<file path="src/rtl/systolic_ctrl_pkg.sv">
// Shared types and helpers for the systolic array sequencer.
// Optional performance counters are enabled with SYSTOLIC_CTRL_PERF_CNT_EN.
package systolic_ctrl_pkg;

    typedef enum logic [2:0] {
        StIdle,
        StLoadWgt,
        StLatch,
        StStream,
        StDrain
    } state_e;

    localparam int unsigned PERF_W = 32;

    // Counter width able to hold 0..m inclusive.
    function automatic int unsigned cnt_width(input int unsigned m);
        return $clog2(m + 1);
    endfunction

endpackage

</file>
<file path="src/rtl/sa_ctrl_delay_line.sv">
// Reset-clearable shift register exposing every tap; bit 0 of each word is its valid flag,
// and any_valid_o reports whether any tap currently holds a valid word.
module sa_ctrl_delay_line
    import systolic_ctrl_pkg::*;
#(
    parameter int unsigned DEPTH = 4,
    parameter int unsigned WIDTH = 1
) (
    input  logic                         clk_i,
    input  logic                         rst_ni,
    input  logic [WIDTH-1:0]             in_i,
    output logic [DEPTH-1:0][WIDTH-1:0]  taps_o,
    output logic                         any_valid_o
);

    logic [DEPTH-1:0][WIDTH-1:0] sr_q;

    always_ff @(posedge clk_i or negedge rst_ni) begin
        if (!rst_ni) begin
            sr_q <= '0;
        end else begin
            sr_q[0] <= in_i;
            for (int i = 1; i < int'(DEPTH); i++) begin
                sr_q[i] <= sr_q[i-1];
            end
        end
    end

    always_comb begin
        any_valid_o = 1'b0;
        for (int i = 0; i < int'(DEPTH); i++) begin
            any_valid_o = any_valid_o | sr_q[i][0];
        end
    end

    assign taps_o = sr_q;

endmodule

</file>
<file path="src/rtl/systolic_array_ctrl.sv">
// Weight-stationary systolic array sequencer: weight tile load, latch, input stream, drain.
// Define SYSTOLIC_CTRL_PERF_CNT_EN to add the perf_cycles_o / perf_beats_o counters.
module systolic_array_ctrl
    import systolic_ctrl_pkg::*;
#(
    parameter int unsigned ARRAY_M    = 32,
    parameter int unsigned ARRAY_N    = 32,
    parameter int unsigned ADDR_WIDTH = 10,
    parameter int unsigned ROWS_WIDTH = 16,
    parameter int unsigned OUT_LAT    = ARRAY_M + ARRAY_N
) (
    input  logic                  clk_i,
    input  logic                  rst_ni,
    input  logic                  start_i,
    input  logic [ROWS_WIDTH-1:0] num_rows_i,
    input  logic [ADDR_WIDTH-1:0] wgt_base_addr_i,
    input  logic [ADDR_WIDTH-1:0] inp_base_addr_i,
    output logic                  busy_o,
    output logic                  done_o,
    output logic                  wgt_rd_en_o,
    output logic [ADDR_WIDTH-1:0] wgt_rd_addr_o,
    output logic                  inp_rd_en_o,
    output logic [ADDR_WIDTH-1:0] inp_rd_addr_o,
    output logic [ARRAY_N-1:0]    b_path_en_o,
    output logic [ARRAY_N-1:0]    b_en_o,
    output logic [ARRAY_M-1:0]    a_skew_en_o,
    output logic                  out_valid_o,
    output logic                  out_last_o
`ifdef SYSTOLIC_CTRL_PERF_CNT_EN
    ,
    output logic [PERF_W-1:0]     perf_cycles_o,
    output logic [PERF_W-1:0]     perf_beats_o
`endif
);

    localparam int unsigned CNT_W = cnt_width(ARRAY_M);

    state_e                state_q;
    logic                  busy_q, done_q;
    logic                  wgt_rd_en_q, inp_rd_en_q, inp_last_q;
    logic                  b_path_q, b_en_q;
    logic [ADDR_WIDTH-1:0] wgt_addr_q, inp_addr_q, inp_base_q;
    logic [ROWS_WIDTH-1:0] rows_q, row_cnt_q;
    logic [CNT_W-1:0]      cnt_q;
    logic                  accept;

    logic [ARRAY_M-1:0][0:0] skew_taps;
    logic [OUT_LAT-1:0][1:0] out_taps;
    logic                    skew_any, out_any, out_pending;

    assign accept = (state_q == StIdle) && start_i && !busy_q;

    sa_ctrl_delay_line #(
        .DEPTH(ARRAY_M),
        .WIDTH(1)
    ) u_skew (
        .clk_i      (clk_i),
        .rst_ni     (rst_ni),
        .in_i       (inp_rd_en_q),
        .taps_o     (skew_taps),
        .any_valid_o(skew_any)
    );

    sa_ctrl_delay_line #(
        .DEPTH(OUT_LAT),
        .WIDTH(2)
    ) u_out (
        .clk_i      (clk_i),
        .rst_ni     (rst_ni),
        .in_i       ({inp_last_q, inp_rd_en_q}),
        .taps_o     (out_taps),
        .any_valid_o(out_any)
    );

    // Once only the output tap is occupied, the beat leaving now is the final one.
    assign out_pending = |out_taps[OUT_LAT-2:0];

    always_ff @(posedge clk_i or negedge rst_ni) begin
        if (!rst_ni) begin
            state_q     <= StIdle;
            busy_q      <= 1'b0;
            done_q      <= 1'b0;
            wgt_rd_en_q <= 1'b0;
            inp_rd_en_q <= 1'b0;
            inp_last_q  <= 1'b0;
            b_path_q    <= 1'b0;
            b_en_q      <= 1'b0;
            wgt_addr_q  <= '0;
            inp_addr_q  <= '0;
            inp_base_q  <= '0;
            rows_q      <= '0;
            row_cnt_q   <= '0;
            cnt_q       <= '0;
        end else begin
            done_q   <= 1'b0;
            b_path_q <= wgt_rd_en_q;
            // Weight latch fires on the cycle after the final shift beat.
            b_en_q   <= b_path_q & ~wgt_rd_en_q;
            if (done_q) busy_q <= 1'b0;
            unique case (state_q)
                StIdle: begin
                    if (accept) begin
                        busy_q      <= 1'b1;
                        rows_q      <= num_rows_i;
                        inp_base_q  <= inp_base_addr_i;
                        wgt_addr_q  <= wgt_base_addr_i;
                        wgt_rd_en_q <= 1'b1;
                        cnt_q       <= CNT_W'(1);
                        state_q     <= StLoadWgt;
                    end
                end
                StLoadWgt: begin
                    if (!wgt_rd_en_q) begin
                        state_q <= StLatch;
                    end else if (cnt_q == CNT_W'(ARRAY_M)) begin
                        wgt_rd_en_q <= 1'b0;
                    end else begin
                        wgt_addr_q <= wgt_addr_q + ADDR_WIDTH'(1);
                        cnt_q      <= cnt_q + CNT_W'(1);
                    end
                end
                StLatch: begin
                    if (rows_q == '0) begin
                        done_q  <= 1'b1;
                        state_q <= StIdle;
                    end else begin
                        inp_rd_en_q <= 1'b1;
                        inp_addr_q  <= inp_base_q;
                        row_cnt_q   <= ROWS_WIDTH'(1);
                        inp_last_q  <= (rows_q == ROWS_WIDTH'(1));
                        state_q     <= StStream;
                    end
                end
                StStream: begin
                    if (row_cnt_q == rows_q) begin
                        inp_rd_en_q <= 1'b0;
                        inp_last_q  <= 1'b0;
                        state_q     <= StDrain;
                    end else begin
                        inp_addr_q <= inp_addr_q + ADDR_WIDTH'(1);
                        row_cnt_q  <= row_cnt_q + ROWS_WIDTH'(1);
                        inp_last_q <= (row_cnt_q + ROWS_WIDTH'(1) == rows_q);
                    end
                end
                StDrain: begin
                    if (out_any && !out_pending && !skew_any) begin
                        done_q  <= 1'b1;
                        state_q <= StIdle;
                    end
                end
                default: state_q <= StIdle;
            endcase
        end
    end

`ifdef SYSTOLIC_CTRL_PERF_CNT_EN
    logic [PERF_W-1:0] perf_cycles_q, perf_beats_q;

    always_ff @(posedge clk_i or negedge rst_ni) begin
        if (!rst_ni) begin
            perf_cycles_q <= '0;
            perf_beats_q  <= '0;
        end else if (accept) begin
            perf_cycles_q <= '0;
            perf_beats_q  <= '0;
        end else begin
            if (busy_q && (perf_cycles_q != '1)) perf_cycles_q <= perf_cycles_q + 1'b1;
            if (out_valid_o && (perf_beats_q != '1)) perf_beats_q <= perf_beats_q + 1'b1;
        end
    end

    assign perf_cycles_o = perf_cycles_q;
    assign perf_beats_o  = perf_beats_q;
`endif

    assign busy_o        = busy_q;
    assign done_o        = done_q;
    assign wgt_rd_en_o   = wgt_rd_en_q;
    assign wgt_rd_addr_o = wgt_addr_q;
    assign inp_rd_en_o   = inp_rd_en_q;
    assign inp_rd_addr_o = inp_addr_q;
    assign b_path_en_o   = {ARRAY_N{b_path_q}};
    assign b_en_o        = {ARRAY_N{b_en_q}};
    assign a_skew_en_o   = skew_taps;
    assign out_valid_o   = out_taps[OUT_LAT-1][0];
    assign out_last_o    = out_taps[OUT_LAT-1][1];

endmodule

</file>
<file path="config.mk">
export PLATFORM = sky130hd
export DESIGN_NAME = systolic_array_ctrl
export DESIGN_NICKNAME = d
export VERILOG_FILES = /design/src/rtl/systolic_ctrl_pkg.sv /design/src/rtl/sa_ctrl_delay_line.sv /design/src/rtl/systolic_array_ctrl.sv
export SDC_FILE = /design/constraint.sdc
export NUM_CORES = 1
export LEC_CHECK = 0
export ABC_AREA = 1
export BUFFER_PORTS_ARGS = -buffer_cell sky130_fd_sc_hd__buf_2
export CAP_MARGIN = 10
export CORE_MARGIN = 10
export CORE_UTILIZATION = 56
export DETAILED_ROUTE_END_ITERATION = 6
export GPL_TIMING_DRIVEN = 0
export PLACE_DENSITY = 0.8
export REMOVE_ABC_BUFFERS = 1
export SKIP_LAST_GASP = 1
export SLEW_MARGIN = 20
export SYNTH_ARGS = -nofsm -noshare
export SYNTH_HDL_FRONTEND = slang
export SYNTH_SLANG_ARGS = --single-unit
</file>
<file path="constraint.sdc">
create_clock -name clk_i -period 2.2 [get_ports clk_i]
set_clock_uncertainty 0.2 [all_clocks]
set_input_delay 0.33 -clock clk_i [delete_from_list [all_inputs] [get_ports clk_i]]
set_output_delay 0.33 -clock clk_i [all_outputs]
set_load 0.1 [all_outputs]
</file>
Word level (Yosys, flattened, before mapping)
Cells that the tools add are included.

word-level totals
  bits in registers = 238
  input port bits = 39
  output and inout port bits = 122

operators by class
  add/subtract/negate cells = 4
  equality and inequality tests = 16
  mux-type cells = 36
  bitwise operators = 96
  reductions and logical operators = 19

operator list
  cell                                                                     count
  126-bit OR reduction                                                     1
  1-bit OR                                                                 94
  10-bit 2-to-1 mux                                                        5
  10-bit one-hot mux with 2 select lines                                   2
  16-bit equality test                                                     2
  16-bit 2-to-1 mux                                                        2
  16-bit one-hot mux with 2 select lines                                   1
  10-bit by 1-bit adder with 10-bit output (second input constant)         2
  6-bit 2-to-1 mux                                                         3
  16-bit by 1-bit adder with 16-bit output (second input constant)         1
  16-bit by 1-bit equality test with 1-bit output (second input constant)  1
  16-bit logical NOT                                                       1
  2-bit inequality test (second input constant)                            8
  3-bit one-hot mux with 5 select lines                                    1
  1-bit 2-to-1 mux                                                         12
  3-bit 2-to-1 mux                                                         4
  6-bit one-hot mux with 2 select lines                                    1
  1-bit one-hot mux with 2 select lines                                    4
  4-bit AND reduction                                                      2
  6-bit by 1-bit adder with 6-bit output (second input constant)           1
  3-bit by 2-bit equality test with 1-bit output (second input constant)   2
  6-bit equality test (second input constant)                              1
  2-bit AND reduction                                                      3
  3-bit AND reduction                                                      2
  other kinds (9)                                                          15

Longest topological paths before layout
  depth after elaboration = 67
  gate-level depth with buffers = 13

Modules after synthesis
Synthesis repeated with hierarchy kept, for this count alone.

second synthesis, totals
  cell total of the unflattened synthesis = 1066
  area total of the unflattened synthesis = 9774.4 um^2

by module, submodules not included
  module                        instances  cells an instance  area an instance (um^2)  seq. area each (um^2)
  systolic_array_ctrl           1          798                5355.1                   1951.9
  sa_ctrl_delay_line at u_out   1          191                3439.5                   3203.1
  sa_ctrl_delay_line at u_skew  1          77                 979.7                    800.8

Worst setup path after synthesis
No wires, ideal clock.

  path kind = reg2reg
  start point = register wgt_addr_q[1] (netlist: wgt_rd_addr_o[1])
  end point = register wgt_addr_q[8] (netlist: wgt_rd_addr_o[8])
  setup time = 0.133 ns
  arrival time = 2.132 ns
  data required time = 1.867 ns
  slack = -0.265 ns
  cell stages (with the launch flop) = 9
  path buffers = 0
  period minus slack after synthesis = 2.465 ns
  path through = dfrtp_1 -> ha_1 -> nand3_1 -> nor2_1 -> nand2_1 -> nor3_1 -> xor2_1 -> o211ai_1 -> o21ai_0

on the way
  word-level cells in the longest chain between the ends = 4

ends and longest elaborated chain
  what                                      line                        RTL
  start, declared                           systolic_array_ctrl.sv:42   logic [ADDR_WIDTH-1:0] wgt_addr_q, inp_addr_q, inp_base_q;
  start signal, assigned                    systolic_array_ctrl.sv:106  wgt_addr_q <= wgt_base_addr_i;
  start signal, assigned                    systolic_array_ctrl.sv:118  wgt_addr_q <= wgt_addr_q + ADDR_WIDTH'(1);
  10-bit by 1-bit adder with 10-bit output  systolic_array_ctrl.sv:118
  10-bit 2-to-1 mux                         systolic_array_ctrl.sv:115  end else if (cnt_q == CNT_W'(ARRAY_M)) begin
  10-bit 2-to-1 mux                         systolic_array_ctrl.sv:113  if (!wgt_rd_en_q) begin
  10-bit one-hot mux with 2 select lines    systolic_array_ctrl.sv:100  unique case (state_q)

No other way between the ends. The select of a mux whose other input is x is not followed.
A chain may end at the register's enable or synchronous reset.

Worst setup path after layout
  start point = register b_en_q
  end point = output port b_en_o[12]

RTL lines
  what                    line                       RTL
  start, declared         systolic_array_ctrl.sv:41  logic b_path_q, b_en_q;
  start signal, assigned  systolic_array_ctrl.sv:98  b_en_q <= b_path_q & ~wgt_rd_en_q;
  end, declared           systolic_array_ctrl.sv:25  output logic [ARRAY_N-1:0] b_en_o,

No word-level cell between the ends.

==> results.py <==
metrics = {
    "routing": {
        "ant_nets": 0,
        "wl_per_cell_um": 15.9,
        "vias": 6580,
        "drtPass1Iterations": 7,
        "viasPerCell": 5.16,
        "wirelength_um": 20200,
        "dr.first_iter.drc_count": 534,
        "drc": 0,
    },
    "worst_setup_path": {
        "path_depth": 1,
        "cp_slowest_cell": "dfrtp_2",
        "critPathTopFamily": "flip-flops",
        "cp.required_ns": 1.67,
        "endpoint_kind": "primary output",
        "worstPathCellList": "buf_2",
        "crit_path_start_kind": "flip-flop",
        "slowest_delay_ns": 0.63,
        "crit_type": "flip-flop to primary output",
        "rr_worst_depth": 6,
        "crit_buf_inv": 1,
        "path_max_fanout": 32,
        "cp_data_arrival_time_ns": 1.66,
    },
    "synthesis": {
        "synth-compound-area-share": 0.0686,
        "ys_top_cells_by_count": "206 x dfrtp_1, 206 x nand2_1, 98 x buf_4",
        "syn_area_sq_um": 8820,
        "synth.top_cell.area_share": 0.584,
        "ys_seq_area_frac": 0.584,
        "ys_seq_elements": 206,
        "synth_top_family_by_area": "simple AND/OR/NAND/NOR gates",
        "yosys.area.top_type": "dfrtp_1",
        "syn_inst": 927,
        "synthMuxAreaShare": 0.00128,
        "yosys_warnings": 0,
        "synth-simple-area-share": 0.201,
        "synth_area_per_cell_sq_um": 9.52,
        "ys_types": 41,
        "synth_fa_ha_area_frac": 0.00709,
        "synthArstFlopShare": 1.00,
        "synthFlopType": "dfrtp_1",
        "netlist_top_cells_area": "dfrtp_1 58%, nand2_1 8.8%, buf_4 8.3%",
        "synth-xor-area-share": 0.0129,
        "synth_edf_count": 0,
    },
    "cts": {
        "cts.sinks": 206,
        "clk_pin_slew_ns": 0.06,
        "clock_latency_ns": 0.50,
        "htree_levels": 1,
        "cts_tree": "done",
        "numCtsBuffers": 22,
        "clock_path_buffers": 3,
        "clockRootBuffer": "clkbuf_16",
    },
    "power_and_ir_drop": {
        "switching_share": 0.201,
        "power_frac_seq": 0.500,
        "switchingPower_mw": 1.52,
        "power-per-cell-area_nw_per_um2": 720,
        "leakage_nw": 5.55,
        "internal_power_mw": 6.05,
        "pwr-share-clk": 0.477,
        "pwr-share-comb": 0.023,
        "finalPower_mw": 7.57,
        "peakVddDrop_v": 0.000577,
    },
    "timing": {
        "min_period_ns": 2.19,
        "min_period_over_period": 0.994,
        "hold_viol_final": 0,
        "fin_ws_ns": 0.0121,
        "grt_setup_unrepaired": "true",
        "fmax_mhz": 457,
        "tightest_slew_ns": 0.524,
        "slew_headroom": 0.653,
        "setup_tns_ns": 0,
        "setup_viol": 0,
        "maxSlewViolCount": 0,
    },
    "place": {
        "placed_area_sq_um": 9130,
        "pre_cts_slack_ns": -0.440,
        "gp_congestion": 0.837,
        "numPortBuffers": 160,
        "hpwl_um": 12700,
    },
    "final_layout": {
        "fillers": 1111,
        "final_layout_size_suffix_gt1_frac": 0.244,
        "synthToLayoutAreaGrowth_pct": 19.3,
        "layout.nets": 1094,
        "multi_input_area_sq_um": 2670,
        "regArea_sq_um": 5160,
        "stdcell_area_sq_um": 10500,
    },
    "die": {
        "die_area_sq_um": 21200,
        "io_pins": 161,
        "core_sq_um": 15300,
        "die_w_um": 146,
        "initial_core_util": 0.576,
        "die_y_um": 146,
        "rows": 45,
    },
    "global_routing": {
        "grt_pass1_vias": 6563,
        "gr-usage-all-layers": 0.181,
        "antenna_found_initial": 1,
        "grt_max_degree": 94,
        "grt_pass1_wl_um": 32800,
        "grt_overflow_total": 0,
    },
    "run": {
        "maxCapViolations": 0,
    },
    "worst_hold_path": {
        "hold_class": "input port to asynchronous set/reset pin",
    },
    "status": {
        "outcome": "completed",
    },
}
==> repair_timing <==
action                                  in CTS  in global routing
pin swaps                                    3                  5
hold buffers                                38                  0
gates cloned                                 0                  3
endpoints found under the setup margin     129                 93
gates resized for setup                     13                 52
setup buffers                                5                  5
hold endpoints to repair                   150                  0
==> metrics by stage <==
step | hold WS, ns | utilization | cells
floorplan | -0.166 | - | 813
global placement | 0.152 | 0.592 | 1184
detailed placement | 0.000769 | 0.596 | 1186
CTS | 0.0730 | 0.673 | 1265
global route | 0.0880 | 0.687 | 1274
finish | 0.0790 | 0.687 | 1274
==> layer usage <==
metal | part of all wire | global-route usage
met5 | 0 | 0
met2 | 0.50 | 0.309
met1 | 0.42 | 0.225
met3 | 0.059 | 0.0394
met4 | 0.026 | 0.0571
==> worst paths after layout <==
| kind | start | endpoint | slack (ns) |
|---|---|---|---|
| min reg2reg | u_out.taps_o[51] | u_out.taps_o[53] | 0.17 |
| min in group clk_i | u_out.taps_o[51] | u_out.taps_o[53] | 0.17 |
| max reg2reg | state_q[2] | inp_rd_addr_o[0] | 0.14 |
| min | rst_ni | u_out.taps_o[12] | 0.08 |
| max | b_en_q | b_en_o[12] | 0.01 |
| max in group asynchronous | rst_ni | b_path_q | 0.58 |
==> placed cells by master, fill, tap and decap left out, types with 8 or more instances in the layout <==
cell type	netlist	layout
xor2_1	8	8
a21oi_1	27	27
clkbuf_4	0	41
buf_4	98	14
nand3_1	36	35
nand4_1	21	21
o21ai_0	48	48
o22ai_1	12	12
dfrtp_1	206	204
or2_2	10	10
clkbuf_16	0	22
nor2_1	97	95
nor3_1	13	11
inv_1	68	67
dlygate4sd3_1	0	38
nand2_1	206	203
buf_2	3	114
==> flip-flops by register name, summed over array words and instances, names as in the netlist <==
register / cells
b_path_q: 1
row_cnt_q: 16
wgt_rd_addr_o: 10
wgt_rd_en_o: 1
cnt_q: 6
busy_o: 1
inp_rd_en_o: 1
inp_rd_addr_o: 10
inp_last_q: 1
done_o: 1
u_out.taps_o: 128
b_en_q: 1
rows_q: 16
state_q: 3
inp_base_q: 10
==> power groups by stage <==
stage	clock [mW]	sequential (mW)	combinational, mW
finish	3.61	3.79	0.174
floorplan	0	3.86	0.00436
global placement	0	3.86	0.109
global route	3.82	3.79	0.195
CTS	3.67	3.79	0.177
detailed placement	0	3.86	0.124
==> cell type report <==
type	count	area share
Multi-Input combinational cell	536	0.253
Timing Repair Buffer	210	0.136
Antenna cell	1	0.000238
Inverter	74	0.0269
Tap cell	211	0.0251
Clock inverter	3	0.00487
Sequential cell	206	0.490
Clock buffer	33	0.0629
==> logic make-up after synthesis <==
family / Yosys count
and+or+nand+nor: 407
DFF: 206
buffers and inverters: 188
AOI/OAI and AO/OA: 107
xor gates and xnor gates: 13
adders and majority gates: 5
muxes: 1
Note: power is estimated with default switching activity, not from simulation.
